===== config.mk =====
export PLATFORM = sky130hd
export DESIGN_NAME = lfsr
export DESIGN_NICKNAME = d
export VERILOG_FILES = /design/src/rtl/lfsr.sv
export SDC_FILE = /design/constraint.sdc
export NUM_CORES = 1
export LEC_CHECK = 0
export CORE_MARGIN = 1.5
export CORE_UTILIZATION = 49
export DETAILED_ROUTE_END_ITERATION = 6
export MAX_ROUTING_LAYER = met4
export PLACE_DENSITY = 0.87
export RECOVER_POWER = 25
export SLEW_MARGIN = 20
export SYNTH_ARGS = -nofsm -noshare
export SYNTH_HDL_FRONTEND = slang
export SYNTH_SLANG_ARGS = --single-unit

===== constraint.sdc =====
create_clock -name i_Clk -period 2.05 [get_ports i_Clk]
set_input_delay 0.41 -clock i_Clk [delete_from_list [all_inputs] [get_ports i_Clk]]
set_output_delay 0.41 -clock i_Clk [all_outputs]
set_load 0.05 [all_outputs]

===== src/rtl/lfsr.sv =====
// Fibonacci-style XNOR LFSR with seed load and seed-match flag.
// Advances by left shift with feedback entering at the LSB; all-ones is the lockup state.
module lfsr #(
    parameter int NUM_BITS = 128
) (
    input  logic                i_Clk,
    input  logic                i_Rst,
    input  logic                i_Enable,
    input  logic                i_Seed_DV,
    input  logic [NUM_BITS-1:0] i_Seed_Data,
    output logic [NUM_BITS-1:0] o_LFSR_Data,
    output logic                o_LFSR_Done
);

    logic [NUM_BITS-1:0] r_LFSR;
    logic                w_XNOR;

    // Tap k (1-indexed) selects r_LFSR[k-1]; only the matching branch is elaborated.
    generate
        case (NUM_BITS)
            3:   begin : g_taps assign w_XNOR = ~^{r_LFSR[2], r_LFSR[1]}; end
            4:   begin : g_taps assign w_XNOR = ~^{r_LFSR[3], r_LFSR[2]}; end
            5:   begin : g_taps assign w_XNOR = ~^{r_LFSR[4], r_LFSR[2]}; end
            6:   begin : g_taps assign w_XNOR = ~^{r_LFSR[5], r_LFSR[4]}; end
            7:   begin : g_taps assign w_XNOR = ~^{r_LFSR[6], r_LFSR[5]}; end
            8:   begin : g_taps assign w_XNOR = ~^{r_LFSR[7], r_LFSR[5], r_LFSR[4], r_LFSR[3]}; end
            9:   begin : g_taps assign w_XNOR = ~^{r_LFSR[8], r_LFSR[4]}; end
            10:  begin : g_taps assign w_XNOR = ~^{r_LFSR[9], r_LFSR[6]}; end
            11:  begin : g_taps assign w_XNOR = ~^{r_LFSR[10], r_LFSR[8]}; end
            12:  begin : g_taps assign w_XNOR = ~^{r_LFSR[11], r_LFSR[5], r_LFSR[3], r_LFSR[0]}; end
            13:  begin : g_taps assign w_XNOR = ~^{r_LFSR[12], r_LFSR[3], r_LFSR[2], r_LFSR[0]}; end
            14:  begin : g_taps assign w_XNOR = ~^{r_LFSR[13], r_LFSR[4], r_LFSR[2], r_LFSR[0]}; end
            15:  begin : g_taps assign w_XNOR = ~^{r_LFSR[14], r_LFSR[13]}; end
            16:  begin : g_taps assign w_XNOR = ~^{r_LFSR[15], r_LFSR[14], r_LFSR[12], r_LFSR[3]}; end
            17:  begin : g_taps assign w_XNOR = ~^{r_LFSR[16], r_LFSR[13]}; end
            18:  begin : g_taps assign w_XNOR = ~^{r_LFSR[17], r_LFSR[10]}; end
            19:  begin : g_taps assign w_XNOR = ~^{r_LFSR[18], r_LFSR[5], r_LFSR[1], r_LFSR[0]}; end
            20:  begin : g_taps assign w_XNOR = ~^{r_LFSR[19], r_LFSR[16]}; end
            21:  begin : g_taps assign w_XNOR = ~^{r_LFSR[20], r_LFSR[18]}; end
            22:  begin : g_taps assign w_XNOR = ~^{r_LFSR[21], r_LFSR[20]}; end
            23:  begin : g_taps assign w_XNOR = ~^{r_LFSR[22], r_LFSR[17]}; end
            24:  begin : g_taps assign w_XNOR = ~^{r_LFSR[23], r_LFSR[22], r_LFSR[21], r_LFSR[16]}; end
            25:  begin : g_taps assign w_XNOR = ~^{r_LFSR[24], r_LFSR[21]}; end
            26:  begin : g_taps assign w_XNOR = ~^{r_LFSR[25], r_LFSR[5], r_LFSR[1], r_LFSR[0]}; end
            27:  begin : g_taps assign w_XNOR = ~^{r_LFSR[26], r_LFSR[4], r_LFSR[1], r_LFSR[0]}; end
            28:  begin : g_taps assign w_XNOR = ~^{r_LFSR[27], r_LFSR[24]}; end
            29:  begin : g_taps assign w_XNOR = ~^{r_LFSR[28], r_LFSR[26]}; end
            30:  begin : g_taps assign w_XNOR = ~^{r_LFSR[29], r_LFSR[5], r_LFSR[3], r_LFSR[0]}; end
            31:  begin : g_taps assign w_XNOR = ~^{r_LFSR[30], r_LFSR[27]}; end
            32:  begin : g_taps assign w_XNOR = ~^{r_LFSR[31], r_LFSR[21], r_LFSR[1], r_LFSR[0]}; end
            64:  begin : g_taps assign w_XNOR = ~^{r_LFSR[63], r_LFSR[62], r_LFSR[60], r_LFSR[59]}; end
            128: begin : g_taps assign w_XNOR = ~^{r_LFSR[127], r_LFSR[125], r_LFSR[100], r_LFSR[98]}; end
            default: begin : g_taps
                $error("lfsr: unsupported NUM_BITS %0d", NUM_BITS);
                assign w_XNOR = 1'b0;
            end
        endcase
    endgenerate

    always_ff @(posedge i_Clk) begin
        if (i_Rst) begin
            r_LFSR <= '0;
        end else if (i_Enable && i_Seed_DV) begin
            r_LFSR <= i_Seed_Data;
        end else if (i_Enable) begin
            r_LFSR <= {r_LFSR[NUM_BITS-2:0], w_XNOR};
        end
    end

    assign o_LFSR_Data = r_LFSR;
    assign o_LFSR_Done = (r_LFSR == i_Seed_Data);

endmodule


After elaboration in Yosys (flattened, before gate mapping)
Cells that the tools add are included.
{"block": "word_totals", "in_bits": 132, "reg_bits": 128}
{"block": "classes", "mux": 2, "reduce_logical": 3, "eq_ne": 1}
{"op": "$mux 128", "count": 2}
{"op": "$eq 128x128->1", "count": 1}
{"op": "$reduce_xnor 4->1", "count": 1}
{"op": "$reduce_bool 2->1", "count": 1}
{"op": "$logic_and 1x1->1", "count": 1}

Logic depth before layout (Yosys ltp)
{"block": "logic_depth", "ltp_word": 3, "ltp_mapped": 7, "depth_no_buf": 5}

Least setup slack after synthesis
Ideal clock, no wire load.
{"block": "synth_path", "path_kind": "register -> output", "startpoint": "register r_LFSR[76], in the netlist o_LFSR_Data[76]", "endpoint": "output o_LFSR_Done", "stages_incl_launch_ff": 6, "t_arrival_ns": 1.978, "n_path_buf": 0, "slack_ns": -0.338, "cell_sequence": "dfxtp_1 -> xnor2_1 -> nand4_1 -> nor4_1 -> nand4_1 -> nor2_1"}
{"block": "synth_between", "elab_chain_len": 1}
{"element": "from (decl)", "line_no": "15", "source": "logic [NUM_BITS-1:0] r_LFSR;"}
{"element": "from (signal assigned)", "line_no": "64", "source": "r_LFSR <= i_Seed_Data;"}
{"element": "from (signal assigned)", "line_no": "66", "source": "r_LFSR <= {r_LFSR[NUM_BITS-2:0], w_XNOR};"}
{"element": "$eq 128x128->1", "line_no": "71", "source": "assign o_LFSR_Done = (r_LFSR == i_Seed_Data);"}
{"element": "to (decl)", "line_no": "12", "source": "output logic o_LFSR_Done"}
No other way between the ends.

Worst setup path after layout
{"block": "layout_path", "startpoint": "input i_Seed_Data[98]", "endpoint": "output o_LFSR_Done"}
{"block": "layout_between", "elab_chain_len": 1}
{"element": "from (decl)", "line_no": "10", "source": "input logic [NUM_BITS-1:0] i_Seed_Data,"}
{"element": "$eq 128x128->1", "line_no": "71"}
No other way between the ends.

==> run_results.csv <==
group,metric,value,unit
pwr,p_leak,4.97,nW
clock_network,cts_tree,"built",
clock_network,clock-root-buffer,"clkbuf_16",
detailed_routing,drt_iter0_drc,573,
setup_path,worst-r2r-cell-count,6,
grt,antenna_found_initial,1,
setup_path,r2r_slack,0.78,ns
setup_path,worst-path-max-fanout,2,
floorplan,initial_utilization,0.508,
status,status,"complete, but fails checks",
floorplan,boundaryPins,261,
flow_run,maxCapViolations,0,
synth,synth_cells,744,
timing,fin_crit,2.53,ns
pwr,ir_worst_vdd,567,uV
floorplan,die_w,124,um
grt,grt_max_degree,129,
cells_and_area,area_delta_synth_final,55.1,%
timing,fmax,0.396,GHz
synth,synth-seq-cells,128,
timing,whs,0.438,ns
worst_hold_path,hold_start,"i_Seed_Data[10]",
cells_and_area,fin_cells,1242,
cells_and_area,largest_reg_flops,128,
clock_network,cts_buffers,17,
place,post-place-ws,-0.771,ns
place,placed_area,0.0103,sq mm
detailed_routing,dr.pass1.iters,5,
detailed_routing,avgViaCountPerCell,5.79,
synth,syn-num-nets,876,
timing,period_share,1.23,
setup_path,arrival,2.12,ns
cells_and_area,layout_common_cells,"dlygate4sd2_1, nor2_1, mux2i_1, a211oi_1, buf_4",
synth,synth_area,0.00713,sq mm
setup_path,path_class,"input port to output port",
detailed_routing,drt_wl_total,26400,um
floorplan,die-height,124,um
worst_hold_path,hold_depth,3,
place,dp.cells,1209,
cells_and_area,design_area,0.0111,sq mm
grt,grt_pass1_wl,38700,um
timing,tns,-0.475,ns
cells_and_area,final_common_cell,"dlygate4sd2_1",
detailed_routing,ant_nets,0,
timing,timing.final.ws_setup,-0.475,ns
setup_path,r2r-start,"o_LFSR_Data[98]",
cells_and_area,nets,1184,
worst_hold_path,hold_path_class,"input port to flip-flop",
floorplan,rows,43,
grt,grt_pass1_vias,7065,
clock_network,clk_pin_slew,0.05,ns
place,dp_hpwl,19000,um
pwr,power_density,735,mW/mm^2
synth,avgSynthCellArea,9.58,sq um
clock_network,h-tree-depth,4,
status,violations,"negative setup slack",
grt,track_usage,0.351,
timing,slew_violations,0,
grt,grt-ovfl-total,0,
clock_network,clockBufferDepth,2,
timing,finClkSkew,0.00493,ns
floorplan,coreArea,0.0140,sq mm
cells_and_area,fillers,941,
setup_path,cp-startpoint,"i_Seed_Data[98]",
setup_path,endpoint_kind,"output port",
synth,synth_cell_types,17,
detailed_routing,routedWlPerCell,21.2,um
timing,slew_headroom,0.465,
detailed_routing,route.detailed.drc,0,
timing,setup_viol,1,
clock_network,clkLatencyLatePin,0.42,ns
floorplan,die-area,0.0153,sq mm
timing,rsz0062_at_grt,"true",
setup_path,crit_path_start_kind,"input port",
detailed_routing,via_count,7191,
setup_path,cp.required,1.64,ns
place,io_buffers,260,
place,place_congestion,0.889,
timing,worstMarginPinSlew,0.802,ns
synth,yosysWarnings,0,
cells_and_area,drive_gt1_frac,0.233,
clock_network,cts.sinks,128,
synth,ys_seq_area_frac,0.359,
timing,finalHoldViolCount,0,
## path summary, 6_finish.rpt
| kind | end |
|---|---|
| worst min register to register | o_LFSR_Data[59] |
| worst max register to register | o_LFSR_Data[0] |
| worst max-delay path | o_LFSR_Done |
| worst min-delay path | o_LFSR_Data[10] |
## routing by layer
layer | wire length [um] | track usage | share of wire | vias up
met3 | 1870 | 0.0536 | 0.071 | 67
met2 | 12800 | 0.571 | 0.48 | 354
met1 | 10600 | 0.423 | 0.40 | 3448
met4 | 1100 | 0.182 | 0.042 | 0
met5 | 0 | - | 0 | -
li1 | - | - | - | 3322
## area by class of cell
class | count | area [sq um] | share of cell area
clock buffers | 27 | 493 | 0.0446
flip-flops and latches | 128 | 2630 | 0.238
clock inverters | 1 | 5.00 | 0.000452
well taps | 180 | 225 | 0.0204
diodes | 1 | 2.50 | 0.000226
repair buffers | 346 | 3080 | 0.279
multi-input cells | 559 | 4620 | 0.417
## logic make-up (layout without fill, tap and decap cells)
| group | after synthesis | count (layout) | synth area share |
|---|---|---|---|
| simple gates | 172 | 172 | 0.105 |
| mux | 127 | 127 | 0.178 |
| buf+inv | 57 | 374 | 0.0605 |
| xor+xnor | 131 | 131 | 0.161 |
| other cells | 0 | 1 | 0 |
| flops | 128 | 128 | 0.359 |
| compound gates | 129 | 129 | 0.135 |
## stage by stage
step                       util  total power [mW]
after global placement    0.730              5.44
final                     0.788              8.13
after CTS                 0.788              8.13
after floorplan               -              4.38
after global routing      0.788              8.37
after detailed placement  0.730              5.48
## critical path, stage by stage
cell and delay [ns]:
clkdlybuf4s50_1 0.53, xnor2_2 0.15, nand4_1 0.25, nor4_2 0.25, nand4_1 0.19, nor2_4 0.18, buf_12 0.15
## what timing repair did
action | 4_1_cts | 5_1_grt
resized for setup | 227 | 15
buffers inserted | 4 | 0
endpoints found under the setup margin | 68 | 11
hold buffers | 0 | 0
pin swaps | 56 | 2
## Yosys cell counts
cell type	number	share of area
xnor2_1	130	0.16
nor2_1	129	0.068
dfxtp_1	128	0.36
a211oi_1	127	0.13
mux2i_1	127	0.18
nand4_1	34	0.030
clkbuf_1	32	0.017
buf_12	11	0.031
buf_2	10	0.0070
nor4_1	8	0.0070
buf_4	2	0.0021
buf_6	1	0.0016
buf_8	1	0.0021
nand2_1	1	0.00053
o211ai_1	1	0.0011
o21ai_0	1	0.00070
xor2_1	1	0.0012
## where the power goes
group	internal, mW	leakage (nW)	switching, mW	total [mW]
logic	1.06	3.65	1.51	2.57
registers	2.69	1.08	0.225	2.92
clock network	1.61	0.243	1.04	2.65
Power figures use the tool's default switching activity.
